File: src/rtl/cla_adder_share_arbiter.sv
// Shares one pipelined CLA adder among NUM_REQ requesters: round-robin grant, latency-matched tag pipe, pause/drain FSM.
// Define ARB_FIXED_PRIO_EN to replace round-robin with fixed lowest-index-wins priority.
module cla_adder_share_arbiter #(
   parameter int DATA_WID  = 32,
   parameter int NUM_REQ   = 4,
   parameter int ADDER_LAT = 2
) (
   input  logic                        clock,
   input  logic                        reset,
   input  logic [NUM_REQ-1:0]          req_valid,
   output logic [NUM_REQ-1:0]          req_ready,
   input  logic [NUM_REQ*DATA_WID-1:0] req_in1,
   input  logic [NUM_REQ*DATA_WID-1:0] req_in2,
   input  logic [NUM_REQ-1:0]          req_carry_in,
   output logic [DATA_WID-1:0]         add_in1,
   output logic [DATA_WID-1:0]         add_in2,
   output logic                        add_carry_in,
   input  logic [DATA_WID-1:0]         add_sum,
   input  logic                        add_carry_out,
   output logic [NUM_REQ-1:0]          rsp_valid,
   output logic [DATA_WID-1:0]         rsp_sum,
   output logic                        rsp_carry_out,
   input  logic                        pause,
   output logic                        idle
);
   localparam int IDX_W = $clog2(NUM_REQ);
   localparam int SUM_W = IDX_W + 1;
   localparam int TAG_W = ADDER_LAT * IDX_W;

   typedef enum logic [1:0] {
      ST_RUN,
      ST_DRAIN,
      ST_HALTED
   } state_t;

   state_t               r_state;
   logic                 r_idle;
   logic [ADDER_LAT-1:0] r_tag_valid;
   logic [TAG_W-1:0]     r_tag_idx;
   logic                 w_issue_ok;
   logic                 w_grant_any;
   logic [IDX_W-1:0]     w_grant_idx;
   logic [ADDER_LAT-1:0] w_next_valid;
   logic [IDX_W-1:0]     w_last_idx;

   // Reset is folded in so no handshake or response leaks out while reset is held.
   assign w_issue_ok = (r_state == ST_RUN) && !pause && !reset;

   always_comb begin
      // NOTE: every always_comb output gets a default first so no path leaves it unassigned (latch).
      w_next_valid = '0;
      w_next_valid = (r_tag_valid << 1) | ADDER_LAT'(w_grant_any);
   end

`ifdef ARB_FIXED_PRIO_EN
   always_comb begin
      w_grant_any = 1'b0;
      w_grant_idx = '0;
      for (int i = 0; i < NUM_REQ; i++) begin
         if (w_issue_ok && !w_grant_any && req_valid[IDX_W'(i)]) begin
            w_grant_any = 1'b1;
            w_grant_idx = IDX_W'(i);
         end
      end
   end
`else
   logic [IDX_W-1:0] r_rr_ptr;

   always_comb begin
      logic [SUM_W-1:0] v_pos;
      w_grant_any = 1'b0;
      w_grant_idx = '0;
      v_pos       = '0;
      for (int i = 0; i < NUM_REQ; i++) begin
         v_pos = {1'b0, r_rr_ptr} + SUM_W'(i);
         if (v_pos >= SUM_W'(NUM_REQ)) begin
            v_pos = v_pos - SUM_W'(NUM_REQ);
         end
         if (w_issue_ok && !w_grant_any && req_valid[v_pos[IDX_W-1:0]]) begin
            w_grant_any = 1'b1;
            w_grant_idx = v_pos[IDX_W-1:0];
         end
      end
   end

   always_ff @(posedge clock) begin
      // NOTE: sequential state uses non-blocking assignments so every register samples pre-edge values.
      if (reset) begin
         r_rr_ptr <= '0;
      end else if (w_grant_any) begin
         r_rr_ptr <= (w_grant_idx == IDX_W'(NUM_REQ - 1)) ? '0 : w_grant_idx + 1'b1;
      end
   end
`endif

   always_comb begin
      req_ready    = '0;
      add_in1      = '0;
      add_in2      = '0;
      add_carry_in = 1'b0;
      if (w_grant_any) begin
         req_ready[w_grant_idx] = 1'b1;
         add_in1                = req_in1[int'(w_grant_idx) * DATA_WID +: DATA_WID];
         add_in2                = req_in2[int'(w_grant_idx) * DATA_WID +: DATA_WID];
         add_carry_in           = req_carry_in[w_grant_idx];
      end
   end

   always_ff @(posedge clock) begin
      if (reset) begin
         r_state     <= ST_RUN;
         r_idle      <= 1'b0;
         r_tag_valid <= '0;
      end else begin
         r_tag_valid <= w_next_valid;
         case (r_state)
            ST_RUN: begin
               if (pause) begin
                  r_state <= ST_DRAIN;
               end
            end
            ST_DRAIN: begin
               if (!pause) begin
                  r_state <= ST_RUN;
               end else if (w_next_valid == '0) begin
                  r_state <= ST_HALTED;
                  r_idle  <= 1'b1;
               end
            end
            ST_HALTED: begin
               if (!pause) begin
                  r_state <= ST_RUN;
                  r_idle  <= 1'b0;
               end
            end
            default: begin
               r_state <= ST_RUN;
               r_idle  <= 1'b0;
            end
         endcase
      end
   end

   // NOTE: tag indices are qualified by r_tag_valid, so this datapath shift register carries no reset.
   always_ff @(posedge clock) begin
      r_tag_idx <= (r_tag_idx << IDX_W) | TAG_W'(w_grant_idx);
   end

   assign w_last_idx    = r_tag_idx[TAG_W-1 -: IDX_W];
   assign rsp_valid     = (r_tag_valid[ADDER_LAT-1] && !reset) ? (NUM_REQ'(1) << w_last_idx) : '0;
   assign rsp_sum       = add_sum;
   assign rsp_carry_out = add_carry_out;
   assign idle          = r_idle;

endmodule

File: config.mk
export PLATFORM = sky130hd
export DESIGN_NAME = cla_adder_share_arbiter
export DESIGN_NICKNAME = d
export VERILOG_FILES = /design/src/rtl/cla_adder_share_arbiter.sv
export SDC_FILE = /design/constraint.sdc
export NUM_CORES = 1
export LEC_CHECK = 0
export ABC_AREA = 1
export ABC_CLOCK_PERIOD_IN_PS = 3900
export CELL_PAD_IN_SITES_DETAIL_PLACEMENT = 1
export CELL_PAD_IN_SITES_GLOBAL_PLACEMENT = 2
export CORE_ASPECT_RATIO = 0.5
export CORE_MARGIN = 2
export CORE_UTILIZATION = 14
export CTS_BUF_LIST = sky130_fd_sc_hd__clkbuf_8
export CTS_CLUSTER_DIAMETER = 50
export CTS_CLUSTER_SIZE = 30
export DETAILED_ROUTE_END_ITERATION = 8
export PLACE_DENSITY = 0.88
export SLEW_MARGIN = 15
export SYNTH_ARGS = -nofsm -noshare
export SYNTH_HDL_FRONTEND = slang
export SYNTH_SLANG_ARGS = --single-unit
File: constraint.sdc
create_clock -name clock -period 3.9 [get_ports clock]
set_input_delay 0.585 -clock clock [delete_from_list [all_inputs] [get_ports clock]]
set_output_delay 0.585 -clock clock [all_outputs]
set_load 0.03 [all_outputs]
==> results of run 1 <==
[critical path, cell delays in order]
cell and delay, ns:
clkdlybuf4s50_1 0.56, inv_2 0.08, nand2_1 0.11, nor2_4 0.07
nand3_1 0.11, nand4_1 0.19, o21ai_4 0.30, nand2_4 0.14
buf_16 0.24, nand2_1 0.11, nand3_1 0.15, a21oi_1 0.28
buf_12 0.16
[cells in the mapped netlist, types with 2 or more instances]
| cell | count |
|---|---|
| clkbuf_1 | 19 |
| buf_2 | 29 |
| inv_2 | 4 |
| ha_1 | 4 |
| buf_6 | 13 |
| buf_4 | 36 |
| o21ai_0 | 2 |
| nand2_2 | 6 |
| nand2_1 | 172 |
| inv_1 | 214 |
| nand3_1 | 205 |
| nor2_1 | 6 |
| nand4_1 | 3 |
| nand3b_1 | 65 |
| nor3_1 | 6 |
| dfxtp_1 | 11 |
| a21oi_1 | 70 |
[sequential cells by signal (all words and copies together) (netlist names)]
name	count
idle	1
r_rr_ptr	2
r_state	2
r_tag_idx	4
r_tag_valid	2
[power by group]
group          leakage (nW)  total [mW]  internal, mW  switching [mW]
Combinational          3.89        3.65          1.26            2.40
Clock                0.0269       0.112        0.0692          0.0433
Sequential           0.0907       0.182         0.144          0.0380
[logic make-up (layout without fill, tap and decap cells)]
group | count (synthesis) | after routing | share of synthesized area
other | 0 | 2 | 0
adder cells (fa/ha/maj) | 4 | 4 | 0.0114
AO/OA/AOI/OAI | 74 | 74 | 0.0854
AND/OR/NAND/NOR | 467 | 467 | 0.523
flip-flops | 11 | 11 | 0.0500
buffers and inverters | 316 | 575 | 0.331
[worst max-delay path by stage]
| stage | startpoint | end | slack (ns) | cells after the start |
|---|---|---|---|---|
| final | reset | add_in2[21] | 0.17 | 13 |
| after global routing | reset | add_in1[1] | -0.0006 | 13 |
| after CTS | reset | add_in2[1] | 0.10 | 15 |
| after detailed placement | reset | add_in2[1] | 0.11 | 15 |
| after global placement | reset | add_in2[1] | 0.18 | 15 |
| after floorplan | pause | add_in1[0] | 1.01 | 14 |
[through the flow]
step / hold slack (ns) / TNS (ns) / cell area [sq um]
after CTS: 0.328 / 0 / 7800
after global placement: 0.316 / 0 / 7750
after detailed placement: 0.321 / 0 / 7750
after global routing: 0.330 / -0.000588 / 7870
after floorplan: 0.310 / 0 / 4410
final: 0.327 / 0 / 7870
[area by class of cell]
cell class | instances | area, sq um | share of cell area
clock inverters | 1 | 3.75 | 0.000477
clock buffers | 3 | 41.3 | 0.00524
multi-input cells | 545 | 2760 | 0.351
repair buffers | 352 | 3490 | 0.443
inverters | 219 | 825 | 0.105
flip-flops and latches | 11 | 220 | 0.0280
diodes | 2 | 5.00 | 0.000636
well taps | 423 | 529 | 0.0672
[cells in the final DEF, fill, tap and decap left out, drive strengths merged]
cell type and instances:
clkdlybuf4s50 271, nor3 6, inv 220, a21oi 70, dlymetal6s2s 1, dfxtp 11
diode 2, nand4 4, o21ai 3, nor2 7, nand2 178, ha 4
buf 78, clkbuf 5, o21bai 1, nand3 206, nand3b 65, or2 1
[layer usage]
metal  GRT usage  routed length (microns)
met1       0.182                    11300
met2       0.280                    14500
met3      0.0145                      868
met4      0.0258                      376
met5           0                        0
[repair_timing]
| action | in CTS | in global routing |
|---|---|---|
| endpoints found under the setup margin | 0 | 58 |
| gates resized for setup | 0 | 6 |
| hold buffers | 0 | 0 |
| buffers inserted | 0 | 1 |
==> results, run 1 <==
- The flow ran to the end, and the final reports show no timing, DRC or antenna violations.
- The cell row count is 45.
- The number of placed instances, taps included, is 1547.
- Summed over all nets, the half-perimeter wirelength after detailed placement is 19900 microns.
- The via count of the first global-routing pass came to around 6.6k.
- The worst hold path belongs to the class reg2reg.
- The areal power density over the cells is ~500 nW/um^2.
- The fraction of final layout cells with drive strength greater than 1 is 0.0875.
- The total global-route track usage is 0.147.
- The worst register-to-register path begins at r_rr_ptr[0].
- The area added between synthesis and finish is 78.6%.
- The cell accounting for the most synthesized area is nand3_1.
- The largest fanout on the critical path is 66.
- The part of the cycle the worst path needs is 0.956.
- Static timing analysis puts the maximum clock frequency at 0.268 GHz.
- The average footprint of a synthesized cell is 5.06 sq um.
- The slack of the critical path is 0.173 ns.
- The clock-pin slew reported for the worst setup and hold paths after clock tree synthesis is 0.05 ns.
- The clock tree buffer depth is 2.
- The setup slack at placement is between 0.1 and 0.15 ns.
- The clock buffer count from CTS is 3.
- For the worst flop-to-flop path, the logic depth is 11.
- The post-synthesis async set-or-reset flop share is 0.
- Power comes to 3.95 mW.
- In this run, the number of DRC markers left after iteration 0 of detailed routing was 348.
- The post-route clock skew is 0.00258 ns.
- The sequential-to-total area share from yosys stat is 0.0500.
- The nature of the critical path endpoint is an output port.
- At the pin with the least slew margin, the transition time is 0.692 ns.
- The initial antenna violation count is 2.
- Setup slack on the worst reg-to-reg path comes out at 1.37 ns.
- Along the worst hold path, the cell count comes to 0.
- The sum of routed wire length over all layers is 27000 microns.
- The count of H-tree levels built during CTS is 1.
- Input and output buffers added on the ports amount to 340.
- The per-cell via count in the routed design is 4.17.
- The die outline height is 129 microns.
- The synthesized netlist contains 24 unique library cells.
- The count of endpoints failing setup in the final report is 0.
- The synthesized design contains 11 register bits.
- The flip-flop cell with the highest count after synthesis is dfxtp_1.
- The TritonCTS clock tree is yes.
- The post-detailed-route wirelength per cell is 17.4 microns.
- Summed over all cells, the static leakage comes to 4.00 nW.
- The die width is roughly 250 microns.
- Counting flops with a built-in enable in the synthesized netlist gives 0.
- 407 I/O pins were placed.
- The number of slew-limit violations in the final report is 0.
- CTS saw 11 sinks.
- At the end of routability-driven placement, the weighted congestion stood at 0.903.
- After technology mapping, the gate count stands at 872.
- The startpoint identified for the worst hold timing path is r_tag_idx[1].
- The first global-routing pass estimated around 38000 microns of wire.
- The headroom to the max-slew limit is 0.539.
- The worst setup path is of the in2out kind.
- The clock reaches the later pin of the worst-skew pair after 0.24 ns.
- Counting the fill cells in the layout gives 3967.
- The destination of the worst register-to-register timing path is r_rr_ptr[1].
- The data arrival at the endpoint of the critical path is 3.14 ns.
- The floorplan step defined a core boundary enclosing 30600 sq um.
- Counting I/O delays and the setup requirement, the final critical path takes 3.73 ns.
- When the netlist entered floorplanning its net count stood at approximately 1.2k.
- The number of nets at the end of the flow is around 1.4k.
- For this run, the number of Yosys warnings is 0.
- The final antenna-violating net count is 0.
- The floorplan step defined a die boundary enclosing 33000 sq um.
- The number of violations of the max-capacitance limit is 0.
- The largest net degree at the start of global routing is between 100 and 150.
- Once layout is complete, the utilization of the core stands at 0.257.
- Data on the critical path is required at its endpoint by approximately 3.3 ns.
- Across the VDD grid, the largest voltage drop is approximately 490 uV.
- The initial utilization of the core area, before any placement, comes to 0.144.
- The path with the worst hold slack has its endpoint at r_tag_idx[3].
- The via total after detailed routing is 6489.
- The final count of hold timing violations was 0.
- The total congestion overflow is 0.
- The number of standard cells in the layout, taps in and fillers out is 1556.
- The final routed DRC violation total is 0.
- Of the post-synthesis cell area, the dominant cell type holds 0.233.
- The clock tree root driver cell is clkbuf_8.
- The first-pass iteration count of the detailed router is 5.
- In this run the cell area of the synthesized design comes to 4410 sq um.
- STA classifies the critical path startpoint as an input port.
- By area the synthesized netlist is led by nand3_1, inv_1, nand2_1.
Note: power is estimated with default switching activity, not from simulation.
==> run 2, diff against run 1 <==
--- a/config.mk
+++ b/config.mk
@@ -6,17 +6,17 @@
 export NUM_CORES = 1
 export LEC_CHECK = 0
 export ABC_AREA = 1
-export ABC_CLOCK_PERIOD_IN_PS = 3900
+export ABC_CLOCK_PERIOD_IN_PS = 3700
 export CELL_PAD_IN_SITES_DETAIL_PLACEMENT = 1
 export CELL_PAD_IN_SITES_GLOBAL_PLACEMENT = 2
 export CORE_ASPECT_RATIO = 0.5
 export CORE_MARGIN = 2
-export CORE_UTILIZATION = 14
+export CORE_UTILIZATION = 13
 export CTS_BUF_LIST = sky130_fd_sc_hd__clkbuf_8
 export CTS_CLUSTER_DIAMETER = 50
 export CTS_CLUSTER_SIZE = 30
 export DETAILED_ROUTE_END_ITERATION = 8
-export PLACE_DENSITY = 0.88
+export PLACE_DENSITY = 0.82
 export SLEW_MARGIN = 15
 export SYNTH_ARGS = -nofsm -noshare
 export SYNTH_HDL_FRONTEND = slang
==> constraint.sdc (replaced) <==
create_clock -name clock -period 3.7 [get_ports clock]
set_input_delay 0.555 -clock clock [delete_from_list [all_inputs] [get_ports clock]]
set_output_delay 0.555 -clock clock [all_outputs]
set_load 0.03 [all_outputs]
==> results, run 2 (synthesis gave the netlist of run 1 again) <==
- The library cells used most frequently in the layout, excluding fill and tap cells, are clkdlybuf4s50_1, inv_1, nand3_1, nand2_1, buf_4.
- The actual transition at the worst max-transition pin is 0.570 ns.
- The clock-pin slew reported for the worst setup and hold paths after clock tree synthesis is 0.05 ns.
- Of the cells placed in the final design, the portion with a size suffix greater than 1 is 0.0997.
- In the final design database the tool counted 1448 nets.
- The register with the most flip-flops in the layout has 4 of them.
- The floorplan has 47 rows.
- In this run the number of H-tree levels came out at 1.
- The clock tree root driver cell is clkbuf_8.
- The clock buffer count from CTS is 3.
- Setup violations remaining at the end of the flow were counted as 0.
- Measured along the y axis, the die boundary spans around 130 microns.
- Power spread over the standard cell area amounts to about 530 nW/um^2.
- The initial utilization of the core area, before any placement, comes to 0.133.
- The detail route stage leaves a number of antenna-violating nets equal to 0.
- The per-cell via count in the routed design is 4.17.
- The number of buffers inserted for hold repair after clock tree synthesis is 0.
- For the final routed database, the setup TNS stands at 0 ns.
- The tree built by TritonCTS fans out to 11 sinks.
- The initial DRC count is roughly 380.
- The largest voltage drop on the vdd net is 290 uV.
- The top-level I/O count is slightly above 400.
- The critical path start-end classification is in2out.
- For this design the static power due to leakage is 4.06 nW.
- The path class of the tightest hold or removal check is reg2reg.
- Walking the worst path, the cells encountered are clkdlybuf4s50_1 > inv_1 > nand2_1 > nor2_4 > nand3_1 > nand4_1 > o21ai_4 > buf_4 > nand3_1 > nand3_1 > a21oi_1 > buf_4.
- The post-layout instance area is 8040 sq um.
- The number of slew-limit violations in the final report is 0.
- In the final routed layout, each cell accounts on average for between 15 and 20 microns.
- The type of element launching the critical path is an input port.
- The fmax is about 0.28 GHz.
- The completed layout was analyzed and its total power is 4.25 mW.
- TritonCTS built the clock tree.
- For the final database, setup skew stands at roughly 0.0028 ns.
- The flow ran to the end, and the final reports show no timing, DRC or antenna violations.
- The most flop-heavy register is r_tag_idx.
- The headroom to the max-slew limit is 0.620.
- The largest net degree at the start of global routing is 66.
- Along the worst path, the maximum fanout reaches 38.
- The final routed DRC violation total is 0.
- The clock period minus worst slack is 3.56 ns.
- The nature of the critical path endpoint is an output port.
- The sum of routed wire length over all layers is approximately 27000 microns.
- The count of buffers inserted at the top-level ports is 340.
- The via total after detailed routing is 6628.
- Before antenna repair, the detailed router went through 4 iterations.
- At the end of the flow the core is filled with cells to 0.242.
- The placer's final routability congestion estimate is 0.954.
- The number of violations of the max-capacitance limit is 0.
- The initial antenna violation count came to 4.
- The final count of hold timing violations is 0.
- Counting stages on the worst path, the most repeated cell is nand3_1.
- Summed over all layers, the global routing overflow is 0.
- Setup repair after global routing could not meet its margin everywhere.
- The master of the slowest instance on the critical path is clkdlybuf4s50_1.
- From left edge to right edge, the die measures 264 microns.
- The critical path data required time is between 3 and 4 ns.
- The via count of the first global-routing pass is 6608.
- The longest individual stage delay on the worst path is 0.51 ns.
- The die area is around 35000 sq um.
- The data arrival at the endpoint of the critical path is 3.01 ns.
- The library cell used most frequently in the layout, excluding fill and tap cells, is clkdlybuf4s50_1.
- The first global-routing pass estimated just under 40000 microns of wire.
- Once placement finished, the instance area stood at 7940 sq um.
- The total global-route track usage is 0.140.
- From synthesis to final layout, the design area changed by 82.4%.
- After legalization and detailed placement, the total HPWL measured 21500 microns.
- In the finished design, the share of the clock period the worst path needs comes to 0.963.
- The clock insertion delay at the later pin of the skew report is around 0.23 ns.
- No sink is reached through more buffers than the 2 on the longest clock path.
- The total area inside the core boundary comes to 33200 sq um.
- The number of inserted filler cells in the final layout is 4197.
==> run 2: per-layer routing <==
metal | global-route usage | wire length [microns] | up-vias
met5 | 0 | 0 | -
met4 | 0.0328 | 581 | 0
met3 | 0.00918 | 589 | 30
met2 | 0.265 | 14600 | 147
met1 | 0.172 | 11400 | 3241
li1 | - | - | 3210
==> run 2: cell type report <==
class | instances | area (sq um) | area share
repair buffers | 364 | 3620 | 0.450
multi-input cells | 545 | 2760 | 0.344
inverters | 219 | 827 | 0.103
well taps | 441 | 552 | 0.0686
flip-flops and latches | 11 | 220 | 0.0274
clock buffers | 3 | 41.3 | 0.00514
diodes | 4 | 10.0 | 0.00125
clock inverters | 1 | 5.00 | 0.000623
==> run 2: final timing paths <==
kind                                endpoint  depth (start not counted)  slack, ns         start
worst max-delay path              add_in2[4]                         12       0.14         pause
worst min-delay path            r_tag_idx[3]                          0       0.33  r_tag_idx[1]
worst max register to register   r_rr_ptr[1]                         13       1.16   r_rr_ptr[0]
worst min register to register  r_tag_idx[3]                          0       0.33  r_tag_idx[1]
==> run 2: worst max-delay path: cells and delay by family <==
family                 cells  cell delay, ns
AO/OA/AOI/OAI              2            0.36
AND/OR/NAND/NOR            6            0.89
buffers and inverters      4            1.19
==> run 2: power breakdown <==
part           leakage (nW)  switching, mW  total (mW)  internal (mW)
clock network        0.0255         0.0439       0.118         0.0739
registers            0.0907         0.0289       0.181          0.152
logic                  3.94           2.53        3.95           1.42
==> run 2: metrics by stage <==
stage | cells | worst slack [ns] | hold slack (ns)
final | 1588 | 0.138 | 0.327
after global routing | 1588 | -0.0161 | 0.332
after CTS | 1582 | 0.0478 | 0.328
after detailed placement | 1578 | 0.0647 | 0.315
after global placement | 1578 | 0.0757 | 0.314
after floorplan | 872 | 0.868 | 0.310
==> run 2: timing repair <==
action / 4_1_cts / 5_1_grt
gates resized for setup: 0 / 4
setup endpoints to repair: 0 / 43
buffers inserted: 0 / 1
==> run 3, diff against run 2 <==
--- a/config.mk
+++ b/config.mk
@@ -7,6 +7,7 @@
 export LEC_CHECK = 0
 export ABC_AREA = 1
 export ABC_CLOCK_PERIOD_IN_PS = 3700
+export CAP_MARGIN = 20
 export CELL_PAD_IN_SITES_DETAIL_PLACEMENT = 1
 export CELL_PAD_IN_SITES_GLOBAL_PLACEMENT = 2
 export CORE_ASPECT_RATIO = 0.5
@@ -17,6 +18,7 @@
 export CTS_CLUSTER_SIZE = 30
 export DETAILED_ROUTE_END_ITERATION = 8
 export PLACE_DENSITY = 0.82
+export SKIP_LAST_GASP = 1
 export SLEW_MARGIN = 15
 export SYNTH_ARGS = -nofsm -noshare
 export SYNTH_HDL_FRONTEND = slang
==> results of run 3 <==
The final DEF is identical to that of run 2; final timing and power are the same.
